### config.mk
export PLATFORM = sky130hd
export DESIGN_NAME = sequence_feed_controller
export DESIGN_NICKNAME = d
export VERILOG_FILES = /design/src/rtl/seq_ctrl_pkg.sv /design/src/rtl/tick_divider.sv /design/src/rtl/sequence_feed_controller.sv
export SDC_FILE = /design/constraint.sdc
export NUM_CORES = 1
export LEC_CHECK = 0
export CAP_MARGIN = 15
export CORE_MARGIN = 2
export CORE_UTILIZATION = 50
export CTS_CLUSTER_SIZE = 24
export DETAILED_ROUTE_END_ITERATION = 12
export GPL_TIMING_DRIVEN = 0
export PLACE_DENSITY = 0.75
export SETUP_SLACK_MARGIN = 0.4
export SYNTH_ARGS = -nofsm -noshare
export SYNTH_HDL_FRONTEND = slang
export SYNTH_HIERARCHICAL = 1
export SYNTH_SLANG_ARGS = --single-unit
### constraint.sdc
create_clock -name sys_clk_in -period 2.6 [get_ports sys_clk_in]
set_clock_uncertainty 0.15 [all_clocks]
set_input_delay 0.78 -clock sys_clk_in [delete_from_list [all_inputs] [get_ports sys_clk_in]]
set_output_delay 0.78 -clock sys_clk_in [all_outputs]
set_load 0.03 [all_outputs]
### src/rtl/seq_ctrl_pkg.sv
// Shared types and helpers for the sequence feed controller.
package seq_ctrl_pkg;

  typedef enum logic [1:0] {
    ST_IDLE  = 2'd0,
    ST_SHIFT = 2'd1,
    ST_DRAIN = 2'd2,
    ST_DONE  = 2'd3
  } state_e;

  // Clock cycles per serial bit; ratios below one (or a zero rate) collapse to 1.
  function automatic int unsigned div_calc(input logic [27:0] clk_freq,
                                           input logic [27:0] refresh_hz);
    int unsigned d;
    if (refresh_hz == 28'd0) d = 1;
    else                     d = 32'(clk_freq / refresh_hz);
    return (d <= 1) ? 1 : d;
  endfunction

endpackage

### src/rtl/tick_divider.sv
// Free-running 0..DIV-1 counter while enabled; tick marks the last count.
module tick_divider #(
  parameter int unsigned DIV = 2
) (
  input  logic clk_i,
  input  logic rst_n_i,
  input  logic en_i,
  input  logic clr_i,
  output logic tick_o
);

  localparam int unsigned CW = (DIV > 1) ? $clog2(DIV) : 1;
  localparam logic [CW-1:0] LAST = CW'(DIV - 1);

  logic [CW-1:0] div_q, div_d;

  assign tick_o = en_i && (div_q == LAST);

  always_comb begin
    div_d = div_q;
    if (clr_i)      div_d = '0;
    else if (en_i)  div_d = tick_o ? '0 : div_q + 1'b1;
  end

  always_ff @(posedge clk_i or negedge rst_n_i) begin
    if (!rst_n_i) div_q <= '0;
    else          div_q <= div_d;
  end

endmodule

### src/rtl/sequence_feed_controller.sv
// Serialises a latched test pattern MSB-first into the sequence detector and
// counts detector hits over the run.
//   state | meaning
//   IDLE  | waiting for start; result outputs hold
//   SHIFT | one pattern bit presented per tick
//   DRAIN | extra ticks so late detector hits are still counted
//   DONE  | one cycle: pulse done, latch led
module sequence_feed_controller
  import seq_ctrl_pkg::*;
#(
  parameter logic [27:0] clk_freq    = 28'd1000_0000,
  parameter logic [27:0] refreshHz   = 28'd500_0000,
  parameter int unsigned WORD_W      = 8,
  parameter int unsigned DRAIN_TICKS = 2,
  parameter int unsigned CNT_W       = 4
) (
  input  logic              sys_clk_in,
  input  logic              reset,
  input  logic [WORD_W-1:0] pattern_in,
  input  logic              start,
  output logic              bit_out,
  output logic              bit_valid,
  input  logic              hit_in,
  output logic              busy,
  output logic              done,
  output logic [CNT_W-1:0]  hit_count,
  output logic              led
);

  localparam int unsigned DIV = div_calc(clk_freq, refreshHz);
  localparam int unsigned IW  = (WORD_W > 1) ? $clog2(WORD_W) : 1;
  localparam int unsigned DW  = (DRAIN_TICKS > 1) ? $clog2(DRAIN_TICKS) : 1;
  localparam logic [IW-1:0]    IDX_LAST = IW'(WORD_W - 1);
  localparam logic [DW-1:0]    DRN_LAST = DW'(DRAIN_TICKS - 1);
  localparam logic [CNT_W-1:0] CNT_MAX  = '1;

  state_e            state_q;
  logic [WORD_W-1:0] sreg_q;
  logic [IW-1:0]     idx_q;
  logic [DW-1:0]     drain_q;
  logic [CNT_W-1:0]  hit_cnt_q;
  logic              hit_prev_q;
  logic              bit_out_q, bit_valid_q, busy_q, done_q, led_q;
  logic              tick, accept;

  assign accept = (state_q == ST_IDLE) && start;

  tick_divider #(.DIV(DIV)) u_div (
    .clk_i   (sys_clk_in),
    .rst_n_i (reset),
    .en_i    (busy_q),
    .clr_i   (accept),
    .tick_o  (tick)
  );

  always_ff @(posedge sys_clk_in or negedge reset) begin
    if (!reset) begin
      state_q     <= ST_IDLE;
      sreg_q      <= '0;
      idx_q       <= '0;
      drain_q     <= '0;
      hit_cnt_q   <= '0;
      hit_prev_q  <= 1'b0;
      bit_out_q   <= 1'b0;
      bit_valid_q <= 1'b0;
      busy_q      <= 1'b0;
      done_q      <= 1'b0;
      led_q       <= 1'b0;
    end else begin
      bit_valid_q <= 1'b0;
      done_q      <= 1'b0;
      hit_prev_q  <= hit_in;
      if (busy_q && hit_in && !hit_prev_q && (hit_cnt_q != CNT_MAX))
        hit_cnt_q <= hit_cnt_q + 1'b1;

      case (state_q)
        ST_IDLE: begin
          if (start) begin
            sreg_q    <= pattern_in;
            hit_cnt_q <= '0;
            idx_q     <= '0;
            busy_q    <= 1'b1;
            state_q   <= ST_SHIFT;
          end
        end
        ST_SHIFT: begin
          if (tick) begin
            bit_out_q   <= sreg_q[WORD_W-1];
            sreg_q      <= sreg_q << 1;
            bit_valid_q <= 1'b1;
            idx_q       <= idx_q + 1'b1;
            if (idx_q == IDX_LAST) begin
              drain_q <= '0;
              state_q <= ST_DRAIN;
            end
          end
        end
        ST_DRAIN: begin
          if (tick) begin
            drain_q <= drain_q + 1'b1;
            if (drain_q == DRN_LAST) begin
              busy_q  <= 1'b0;
              state_q <= ST_DONE;
            end
          end
        end
        ST_DONE: begin
          done_q  <= 1'b1;
          led_q   <= (hit_cnt_q != '0);
          state_q <= ST_IDLE;
        end
        default: state_q <= ST_IDLE;
      endcase
    end
  end

  assign bit_out   = bit_out_q;
  assign bit_valid = bit_valid_q;
  assign busy      = busy_q;
  assign done      = done_q;
  assign hit_count = hit_cnt_q;
  assign led       = led_q;

endmodule

==> results.md <==
- Final Hold Viols: 0
- P_int: about 1.1 mW
- Synth warnings: 6
- CP Class: input pin to flip-flop
- Row count: 19
- Slew @ Worst Pin: around 520 ps
- Hpwl dp: just under 2 mm
- Max Root-Sink Buffers: 2
- Residual DRC count: 0
- Worst Hold Path Cells: 1
- First-pass GRT wire length: around 4.5 mm
- Crit-path max FO: 6
- Worst r2r src: state_q[0]
- Final Critical Period: around 2100 ps
- Die area: 3221 µm²
- Nets: 170
- Most frequent cell after synthesis: dfrtp_1
- WHS: around 370 ps
- Post-Layout Cell Count: about 180
- Syn_area_per_cell: 11.40 µm²
- Fmax: 466.4 MHz
- Relative slew slack: roughly 65%
- Clk sinks: 25
- Peak supply drop: around 740 µV
- Status: complete, no violations
- Crit-path cells: clkdlybuf4s50_1 -> and2b_4 -> nor4b_4 -> mux2_2
- Net switching power of the design: 779.1 µW
- Starting Density: slightly above 50%
- Gr usage total: between 10% and 20%
- Crit-path max cell delay: between 500 and 600 ps
- Hold path endpoint: bit_out
- Seq/Total Area, Yosys: between 40 and 50%
- Final setup viols: 0
- Lkg Pwr: roughly 0.76 nW
- Die W: between 50 and 60 µm
- Yosys top cell area share: 44.96%
- Worst hold start: bit_out
- Number of vias in the routed layout: around 990
- TritonCTS Buffers: 3
- Post-route cell area: approximately 1700 µm²
- GPL Wtd Cong: approximately 0.74
- Post-synth EDFFs: 0
- Unrepaired setup endpoints after global routing: true
- CP Buf/Inv Count: 1
- Vias in the first global route: about 1000
- Area of the core: 2710 µm²
- Reg-to-reg endpoint: sreg_q[2]
- Fin Setup TNS: 0 ps
- DR vias/cell: between 5 and 6
- Comb power frac: about 56%
- CTS tree: done
- I/O pins: 21
- Detailed Routing Iterations Pass 1: 4
- Synth Instances: ~120
- Final ANT Viol Nets: 0
- Clk slew on worst S/H paths: 140 ps
- GR Overflow Total: 0
- Placed Area: between 1500 and 2000 µm²
- Root buffer cell: clkbuf_4
- CP top delay family: buffers and inverters
- Part of the cycle the worst path needs: approximately 82%
- Count of buffers from port buffering: 20
- Clock power share: 8.9%
- P&R area growth vs syn: 21.04%
- Count of cell types in the netlist: 35
- Critical path launch point type: input pin
- Die height: 56.75 µm
- H-tree depth: 1
- WL/cell: between 10 and 15 µm
- Sw Ratio: roughly 41%
- Yosys top cell by area: dfrtp_1
- Final setup margin: between 400 and 500 ps
- R2R Setup Slk: 590 ps
- Synth area leaders: dfrtp_1 45%, mux2_2 13%, ha_1 9.0%
- Reg2Reg Depth: 5
- Postcts setup bufs: 0
- Critical path's slowest cell: clkdlybuf4s50_1
- Initial antenna violation count: 0
- Clock Latency Late Sink: 310 ps
- Worst Path Required: around 2700 ps
- MaxCap Viol Count: 0
- Slew Limit Fails: 0
- Total power: between 1.5 and 2 mW
- Worst setup EP type: flip-flop
- Pin count of the biggest net entering global routing: 26
- Primary FF master, synth: dfrtp_1
- P per Cell Area: ~1100 nW/µm²
- Crit path depth: 4
- Seq pwr share: between 30% and 40%
- Crit path arrival time: around 2200 ps
- Syn Std Cell Area: about 1400 µm²
- Starting DRC count in detailed routing: 27
- Syn_nets: 144
- Layout cells sized above 1: between 20% and 30%
- Seq cells post-synth: 25
- Diode count: 0
- Dpl cells: ~170
- HP Class: flip-flop to flip-flop
- Post-synth ARST share: 100.0%
- List of most frequent post-synthesis cells: 25 x dfrtp_1, 16 x mux2_2, 10 x ha_1
- Final wirelength: 2.577 mm
- Setup Slack @ Placement: approximately 80 ps
- Post-layout util: 62.14%
[logic make-up (layout without fill, tap and decap cells)]
group,Yosys count,count (layout),synth area share (%)
buffers and inverters,12,37,4.406
multiplexers,17,17,13.67
XOR/XNOR,1,1,0.6296
AO/OA/AOI/OAI,25,25,12.68
flip-flops,25,25,44.96
AND/OR/NAND/NOR,32,32,14.66
adder cells (fa/ha/maj),10,10,8.993
[power by group through the flow]
stage	Sequential [mW]	Combinational (mW)	Clock, mW
finish	0.681	1.07	0.171
global route	0.709	1.17	0.197
CTS	0.680	1.05	0.178
detailed placement	0.692	1.08	0
global placement	0.677	1.03	0
floorplan	0.758	0.713	0
[layout make-up]
cell class                 instances  area (µm²)
fill                             239        1026
buffer                             4       31.28
sequential                        25       625.6
timing repair buffer              21       217.7
tap                               31       38.79
multi-input combinational         85       713.2
inverter                           8       30.03
clock buffer                       3       22.52
clock inverter                     1       5.005
[how the worst max path moves through the flow]
stage,from,end,slack [ps]
after floorplan,busy,state_q[1],750
after global placement,start,state_q[1],100
after detailed placement,start,state_q[1],80
after CTS,start,state_q[1],420
after global routing,busy,busy,400
final,start,state_q[1],460
[per-layer routing]
metal	wire length (µm)	vias to the layer above	track usage, %
met2	1311	14	30.40
li1	-	487	-
met4	13	0	5.316
met1	1170	486	22.47
met3	81	2	2.304
met5	0	-	0
[state kept, by name, indices dropped and copies added (netlist names)]
signal,flops
led,1
idx_q,3
u_div/div_q,1
hit_count,4
done,1
state_q,2
busy,1
bit_valid,1
drain_q,1
sreg_q,8
hit_prev_q,1
bit_out,1
[repair_timing]
| action | in CTS | in global routing |
|---|---|---|
| hold buffers | 0 | 0 |
| endpoints found under the setup margin | 9 | 2 |
| pin swaps | 0 | 0 |
| gates resized for setup | 9 | 2 |
[placed cells by master, fill, tap and decap left out, types with 2 or more instances in the layout]
master / instances
clkbuf_4: 3
ha_1: 10
nand2b_1: 5
a21oi_1: 6
buf_6: 2
o31ai_1: 3
or3_1: 2
inv_1: 8
dlygate4sd2_1: 8
and2_1: 2
nand3b_1: 3
nor2_1: 5
dfrtp_1: 25
o21ai_0: 7
nand3_1: 5
clkdlybuf4s50_1: 11
a221o_1: 2
nor3_1: 2
mux2_2: 16
Power figures use the tool's default switching activity.
